## config.mk

```make
export PLATFORM = sky130hd
export DESIGN_NAME = regfile_wb_arbiter
export DESIGN_NICKNAME = d
export VERILOG_FILES = /design/src/rtl/regfile_wb_arbiter.sv
export SDC_FILE = /design/constraint.sdc
export NUM_CORES = 1
export LEC_CHECK = 0
export ABC_AREA = 0
export BUFFER_PORTS_ARGS = -buffer_cell sky130_fd_sc_hd__buf_2
export CORE_MARGIN = 5
export CORE_UTILIZATION = 35
export DETAILED_ROUTE_END_ITERATION = 12
export GPL_TIMING_DRIVEN = 0
export PLACE_DENSITY = 0.69
export SETUP_SLACK_MARGIN = 0.05
export SYNTH_ARGS = -nofsm -noshare
export SYNTH_HDL_FRONTEND = slang
export SYNTH_SLANG_ARGS = --single-unit
```

## constraint.sdc

```tcl
create_clock -name clk -period 2 [get_ports clk]
set_clock_uncertainty 0.05 [all_clocks]
set_input_delay 0.2 -clock clk [delete_from_list [all_inputs] [get_ports clk]]
set_output_delay 0.2 -clock clk [all_outputs]
set_load 0.01 [all_outputs]
```

## src/rtl/regfile_wb_arbiter.sv

```systemverilog
// Round-robin arbiter sharing the register file write port between ALU (req0) and load (req1) write-back.
// Optional WB_FWD_EN adds two read-bypass ports that forward the registered write data.
module regfile_wb_arbiter #(
  parameter int XLEN = 32,
  parameter int NREG = 32,
  parameter int AW   = $clog2(NREG)
) (
  input  logic            clk,
  input  logic            rst_n,
  input  logic            req0_valid,
  input  logic [AW-1:0]   req0_rd,
  input  logic [XLEN-1:0] req0_data,
  output logic            req0_ready,
  input  logic            req1_valid,
  input  logic [AW-1:0]   req1_rd,
  input  logic [XLEN-1:0] req1_data,
  output logic            req1_ready,
  input  logic            alloc_valid,
  input  logic [AW-1:0]   alloc_rd,
  output logic            rf_we,
  output logic [AW-1:0]   rf_wr,
  output logic [XLEN-1:0] rf_wd,
  output logic [NREG-1:0] busy
`ifdef WB_FWD_EN
  ,
  input  logic [AW-1:0]   rr1,
  input  logic [AW-1:0]   rr2,
  input  logic [XLEN-1:0] rd1_in,
  input  logic [XLEN-1:0] rd2_in,
  output logic [XLEN-1:0] rd1_out,
  output logic [XLEN-1:0] rd2_out
`endif
);

  typedef enum logic {
    PRI_ALU  = 1'b0,
    PRI_LOAD = 1'b1
  } rr_t;

  rr_t             rr_ptr;
  logic            grant0;
  logic            grant1;
  logic            xfer;
  logic            contested;
  logic [AW-1:0]   sel_rd;
  logic [XLEN-1:0] sel_data;
  logic [NREG-1:0] busy_next;

  // Grants are suppressed during reset so a waiting requester simply re-presents afterwards.
  always_comb begin
    contested = req0_valid && req1_valid;
    grant0    = rst_n && req0_valid && (!req1_valid || (rr_ptr == PRI_ALU));
    grant1    = rst_n && req1_valid && (!req0_valid || (rr_ptr == PRI_LOAD));
    xfer      = grant0 || grant1;
    sel_rd    = grant1 ? req1_rd : req0_rd;
    sel_data  = grant1 ? req1_data : req0_data;
  end

  assign req0_ready = grant0;
  assign req1_ready = grant1;

  // Clear applied before set so a fresh allocation outranks the retiring producer.
  always_comb begin
    busy_next = busy;
    if (xfer && (sel_rd != '0)) begin
      busy_next[sel_rd] = 1'b0;
    end
    if (alloc_valid && (alloc_rd != '0)) begin
      busy_next[alloc_rd] = 1'b1;
    end
    busy_next[0] = 1'b0;
  end

  always_ff @(posedge clk) begin
    if (!rst_n) begin
      rf_we  <= 1'b0;
      rf_wr  <= '0;
      rf_wd  <= '0;
      busy   <= '0;
      rr_ptr <= PRI_ALU;
    end else begin
      rf_we <= xfer && (sel_rd != '0);
      if (xfer) begin
        rf_wr <= sel_rd;
        rf_wd <= sel_data;
      end
      if (contested) begin
        rr_ptr <= (rr_ptr == PRI_ALU) ? PRI_LOAD : PRI_ALU;
      end
      busy <= busy_next;
    end
  end

`ifdef WB_FWD_EN
  always_comb begin
    rd1_out = (rf_we && (rf_wr == rr1) && (rr1 != '0)) ? rf_wd : rd1_in;
    rd2_out = (rf_we && (rf_wr == rr2) && (rr2 != '0)) ? rf_wd : rd2_in;
  end
`endif

endmodule
```

### Yosys cells after proc, flatten, opt, wreduce, memory -nomap -nowiden

Cells that the tools add are included.
Widths: inputs -> output; s select.

| storage, ports and cells | value |
|---|---|
| logic and storage cells | 39 |
| bits in registers | 71 |
| output and inout bits | 72 |
| input port bits | 84 |

| operators by class | value |
|---|---|
| bitwise logic cells | 4 |
| mux-type cells | 9 |
| reduce and logical (&&, ||, !) cells | 16 |
| magnitude comparators | 4 |

Operators by type and width:

| kind | number |
|---|---|
| $mux 32 | 3 |
| $and 32x32->32 | 1 |
| $not 32->32 | 1 |
| $or 32x32->32 | 1 |
| $lt 5x6->1 const B | 2 |
| $demux 1 s5 | 2 |
| $ge 5x1->1 const B | 2 |
| $reduce_bool 5->1 | 2 |
| $logic_and 1x1->1 | 9 |
| $mux 5 | 1 |
| $logic_or 1x1->1 | 3 |
| $mux 1 | 3 |
| $logic_not 1->1 | 2 |
| $not 1->1 | 1 |

### Depth between registers and ports, before layout

| logic depth | value |
|---|---|
| depth after elaboration | 13 |
| depth in mapped cells | 8 |
| gate-level depth less buffers | 6 |

### Worst setup path after synthesis

Ideal clock, no wire load.

| timing | value |
|---|---|
| path kind | register -> register |
| from | register rr_ptr |
| to | register busy[21] |
| clock period less this slack | 1544 ps |
| stages on the path, launching flop included | 7 |
| path buffers | 1 |
| path slack | 456 ps |
| arrival time | 1377 ps |
| path through | dfxtp_1 nor2b_1 buf_6 o32ai_4 o211ai_2 nand2b_1 a32o_1 |

| on the way | value |
|---|---|
| longest elaborated chain between the ends | 12 |
| elaborated cells on any way between the ends | 19 |
| those cells by class | 2 x order compare; 5 x mux; 4 x bitwise; 8 x reduce/logical |

Ends and longest elaborated chain:

| what | RTL line | source |
|---|---|---|
| start, declared | 40 | `rr_t rr_ptr;` |
| start signal, assigned | 88 | `rr_ptr <= (rr_ptr == PRI_ALU) ? PRI_LOAD : PRI_ALU;` |
| $logic_or 1x1->1 | 53 | `grant1 = rst_n && req1_valid && (!req0_valid \|\| (rr_ptr == PRI_LOAD));` |
| $logic_and 1x1->1 | 53 |  |
| $mux 5 | 55 | `sel_rd = grant1 ? req1_rd : req0_rd;` |
| $lt 5x6->1 (not written as such) / $ge 5x1->1 (equally long branches) | 66 | `busy_next[sel_rd] = 1'b0;` |
| $logic_and 1x1->1 (not written as such) | 66 |  |
| $mux 1 (not written as such) | 66 |  |
| $demux 1 s5 | 66 |  |
| $not 32->32 (no line) | n/a |  |
| $and 32x32->32 (no line) | n/a |  |
| $mux 32 * | 65 | `if (xfer && (sel_rd != '0)) begin` |
| $or 32x32->32 (no line) | n/a |  |
| $mux 32 * | 68 | `if (alloc_valid && (alloc_rd != '0)) begin` |
| end signal, assigned | 90 | `busy <= busy_next;` |
| end, declared | 23 | `output logic [NREG-1:0] busy` |

Mark *: on every way between the ends. The rest lies on a longest branch, timed or not.
A chain may end at the register's enable or synchronous reset.

### Worst setup path in the final report

| timing | value |
|---|---|
| from | register rr_ptr |
| to | output req1_ready |

| on the way | value |
|---|---|
| longest elaborated chain between the ends | 2 |

Ends and longest elaborated chain:

| what | RTL line | source |
|---|---|---|
| $logic_or 1x1->1 | 53 |  |
| $logic_and 1x1->1 | 53 |  |
| end, declared | 17 | `output logic req1_ready,` |

Every way passes these cells.

==> results.txt <==
CTS buffer count: 9
Worst hold margin: 0.06366 ns
Outcome: completed
Share of cells above drive strength 1: 36.21%
Vias in the first global route: 3,556
WP data arrival: 1.58 ns
IR drop worst, VDD: 0.0003648 V
Row count: 36
Post-synthesis instance total: 414
Area grow syn2layout: 32.21%
Max Cap Viol: 0
Crit path max fanout: 10
YS warnings: 0
Clk sink count: 70
Grt ovf: 0
DR DRC count: 0
CP required: 1.75 ns
Resize count post-CTS: 0
Worst setup margin: 0.1697 ns
CP endpoint kind: output port
Die width: 110.0 µm
Sequential share of the synthesized area: 40.00%
GP Congestion: 0.7968
Final period util: 91.52%
Pre-CTS setup slack: 0.1710 ns
Hold_buf cts: 0
Drt pass-1 iters: 4
Clk_lat worst skew: 0.34 ns
GRT Total Usage: 18.69%
# setup viols final: 0
Lkg Pwr: 2.075 nW
CTS tree: done
Worst-Margin Slew: 0.6682 ns
Initial antenna violation count: 0
Yosys top cell area share: 40.00%
Post-Route WL: 11,660 µm
Top cells by area, synth: dfxtp_1 40%, nand2_1 12%, a311oi_1 6.7%
Clock buffer depth: 2
Chip Height: 110.0 µm
Worst Setup Path Type: register to output port
Max Clk Rate: 546.3 MHz
Tmin final: 1.830 ns
Worst slew margin: 55.26%
Comb power frac: 18.7%
First-pass GRT wire length: 17,660 µm
WL/cell: 16.35 µm
Post-layout net count: 659
Reg power frac: 45.3%
Port buffer count: 150
Pin count of the biggest net entering global routing: 13
Hold crit path type: input port to register
Fill cells: 946
Ys flop type: dfxtp_1
Unique masters post-synth: 55
DRT iter0 DRCs: 197
Post-CTS setup buffers: 0
Vias: 3,778
Core area: 0.009774 mm²
Starting density of the core: 35.84%
Yosys reg bits: 70
Core Util, Final: 47.39%
Reg2Reg Setup Slack: 0.19 ns
Max H-tree Level: 3
Vias per std cell: 5.299
Biggest area consumer among synthesized cells: dfxtp_1
Syn avg cell area: 8.462 µm²
ANT nets after route: 0
Die footprint: 0.01211 mm²
Syn_nets: 498
Hold Vio Cnt, Final: 0
Clock network power share: 36.0%
Setup crit start kind: register
Power Dens Cells: 714.3 mW/mm²
Async SR Flop Fraction: 0%
Antenna Cells: 0
Clk root buf: clkbuf_8
Synthesized area: 0.003503 mm²
Switch share: 28.79%
CTS clk-pin slew, worst paths: 0.07 ns
Internal: 0.002356 W
Slew Limit Fails: 0
Sum Neg Setup Slack: 0 ns
HPWL Detailed: 9023 µm
Post-synth EDFFs: 0
RSZ-0062 raised after global routing: true
Switching power: 0.0009524 W
IO Count: 156
## routing by layer
metal / global-route usage (%) / routed length (µm) / up-vias
li1: - / - / 1817
met1: 24.03 / 5150 / 1784
met2: 30.89 / 5338 / 163
met3: 5.125 / 1022 / 14
met4: 4.898 / 147 / 0
met5: 0 / 0 / -
## power groups by stage
stage	clock network, W	logic, W	registers [W]
after detailed placement	0	0.000617	0.00153
after CTS	0.00122	0.000619	0.00150
final	0.00119	0.000618	0.00150
after floorplan	0	0.000326	0.00156
after global placement	0	0.000608	0.00153
after global routing	0.00129	0.000678	0.00151
## flip-flops by register name, indices dropped and copies added, names as in the netlist
register / count
busy: 31
rf_wd: 32
rf_we: 1
rf_wr: 5
rr_ptr: 1
## Yosys cell counts, types with 2 or more instances
cell	instances
nand2_1	111
dfxtp_1	70
nor2_1	51
a311oi_1	27
a32o_1	15
a311oi_2	12
clkbuf_1	12
o211ai_1	11
nand2b_1	10
a21oi_1	9
buf_2	7
nor3_1	7
buf_6	6
inv_1	5
nand3_1	5
o21ai_0	5
nor3b_1	4
mux2i_1	3
a31oi_1	2
buf_1	2
buf_4	2
nor4_1	2
o2111ai_1	2
o21a_1	2
o31ai_2	2
## through the flow
stage / area [µm²] / cells / power (W)
2_1_floorplan: 3503 / 414 / 0.001888
3_3_place_gp: 4420 / 697 / 0.002137
3_5_place_dp: 4420 / 697 / 0.002149
4_1_cts: 4629 / 713 / 0.003336
5_1_grt: 4632 / 713 / 0.003473
6_report: 4632 / 713 / 0.003309
## cells in the final DEF (no fill, tap or decap), types with 4 or more instances in the layout
cell type / instances
clkbuf_8: 12
a21oi_1: 9
nand2b_1: 10
nand3_1: 5
clkbuf_1: 12
buf_2: 156
a311oi_1: 27
a311oi_2: 12
nor3b_1: 4
nor2_1: 51
dfxtp_1: 70
nor3_1: 7
a32o_1: 15
buf_6: 6
o211ai_1: 11
inv_1: 5
o21ai_0: 4
nand2_1: 111
## cell type report
class / instances / area (µm²) / share of cell area [%]
Tap cell: 133 / 166.4 / 3.593
Sequential cell: 70 / 1401 / 30.25
Buffer: 32 / 210.2 / 4.538
Clock buffer: 11 / 151.4 / 3.269
Inverter: 6 / 22.52 / 0.4862
Clock inverter: 5 / 57.56 / 1.243
Multi-Input combinational cell: 306 / 1872 / 40.41
Timing Repair Buffer: 150 / 750.7 / 16.21
## kinds of logic (layout without fill, tap and decap cells)
group | count (synthesis) | in the layout | synth area share [%]
simple gates | 202 | 202 | 25.21
compound gates | 98 | 98 | 26.68
flops | 70 | 70 | 40.00
buf+inv | 38 | 204 | 6.571
mux | 4 | 4 | 1.179
other cells | 1 | 1 | 0.1070
xor+xnor | 1 | 1 | 0.2500
## worst max-delay path, stage by stage, from the launching register on
cell      delay, ns
dfxtp_1        0.39
nand2b_1       0.14
buf_6          0.16
nand2_8        0.10
inv_2          0.09
clkbuf_4       0.20
buf_2          0.15
## final timing paths
| kind | startpoint | end | cells after the start |
|---|---|---|---|
| max | rr_ptr | req1_ready | 6 |
| max reg2reg | rr_ptr | busy[30] | 6 |
| min reg2reg | busy[28] | busy[28] | 2 |
| min | req1_data[9] | rf_wd[9] | 3 |
No activity file was read; power rests on OpenSTA's default activity.
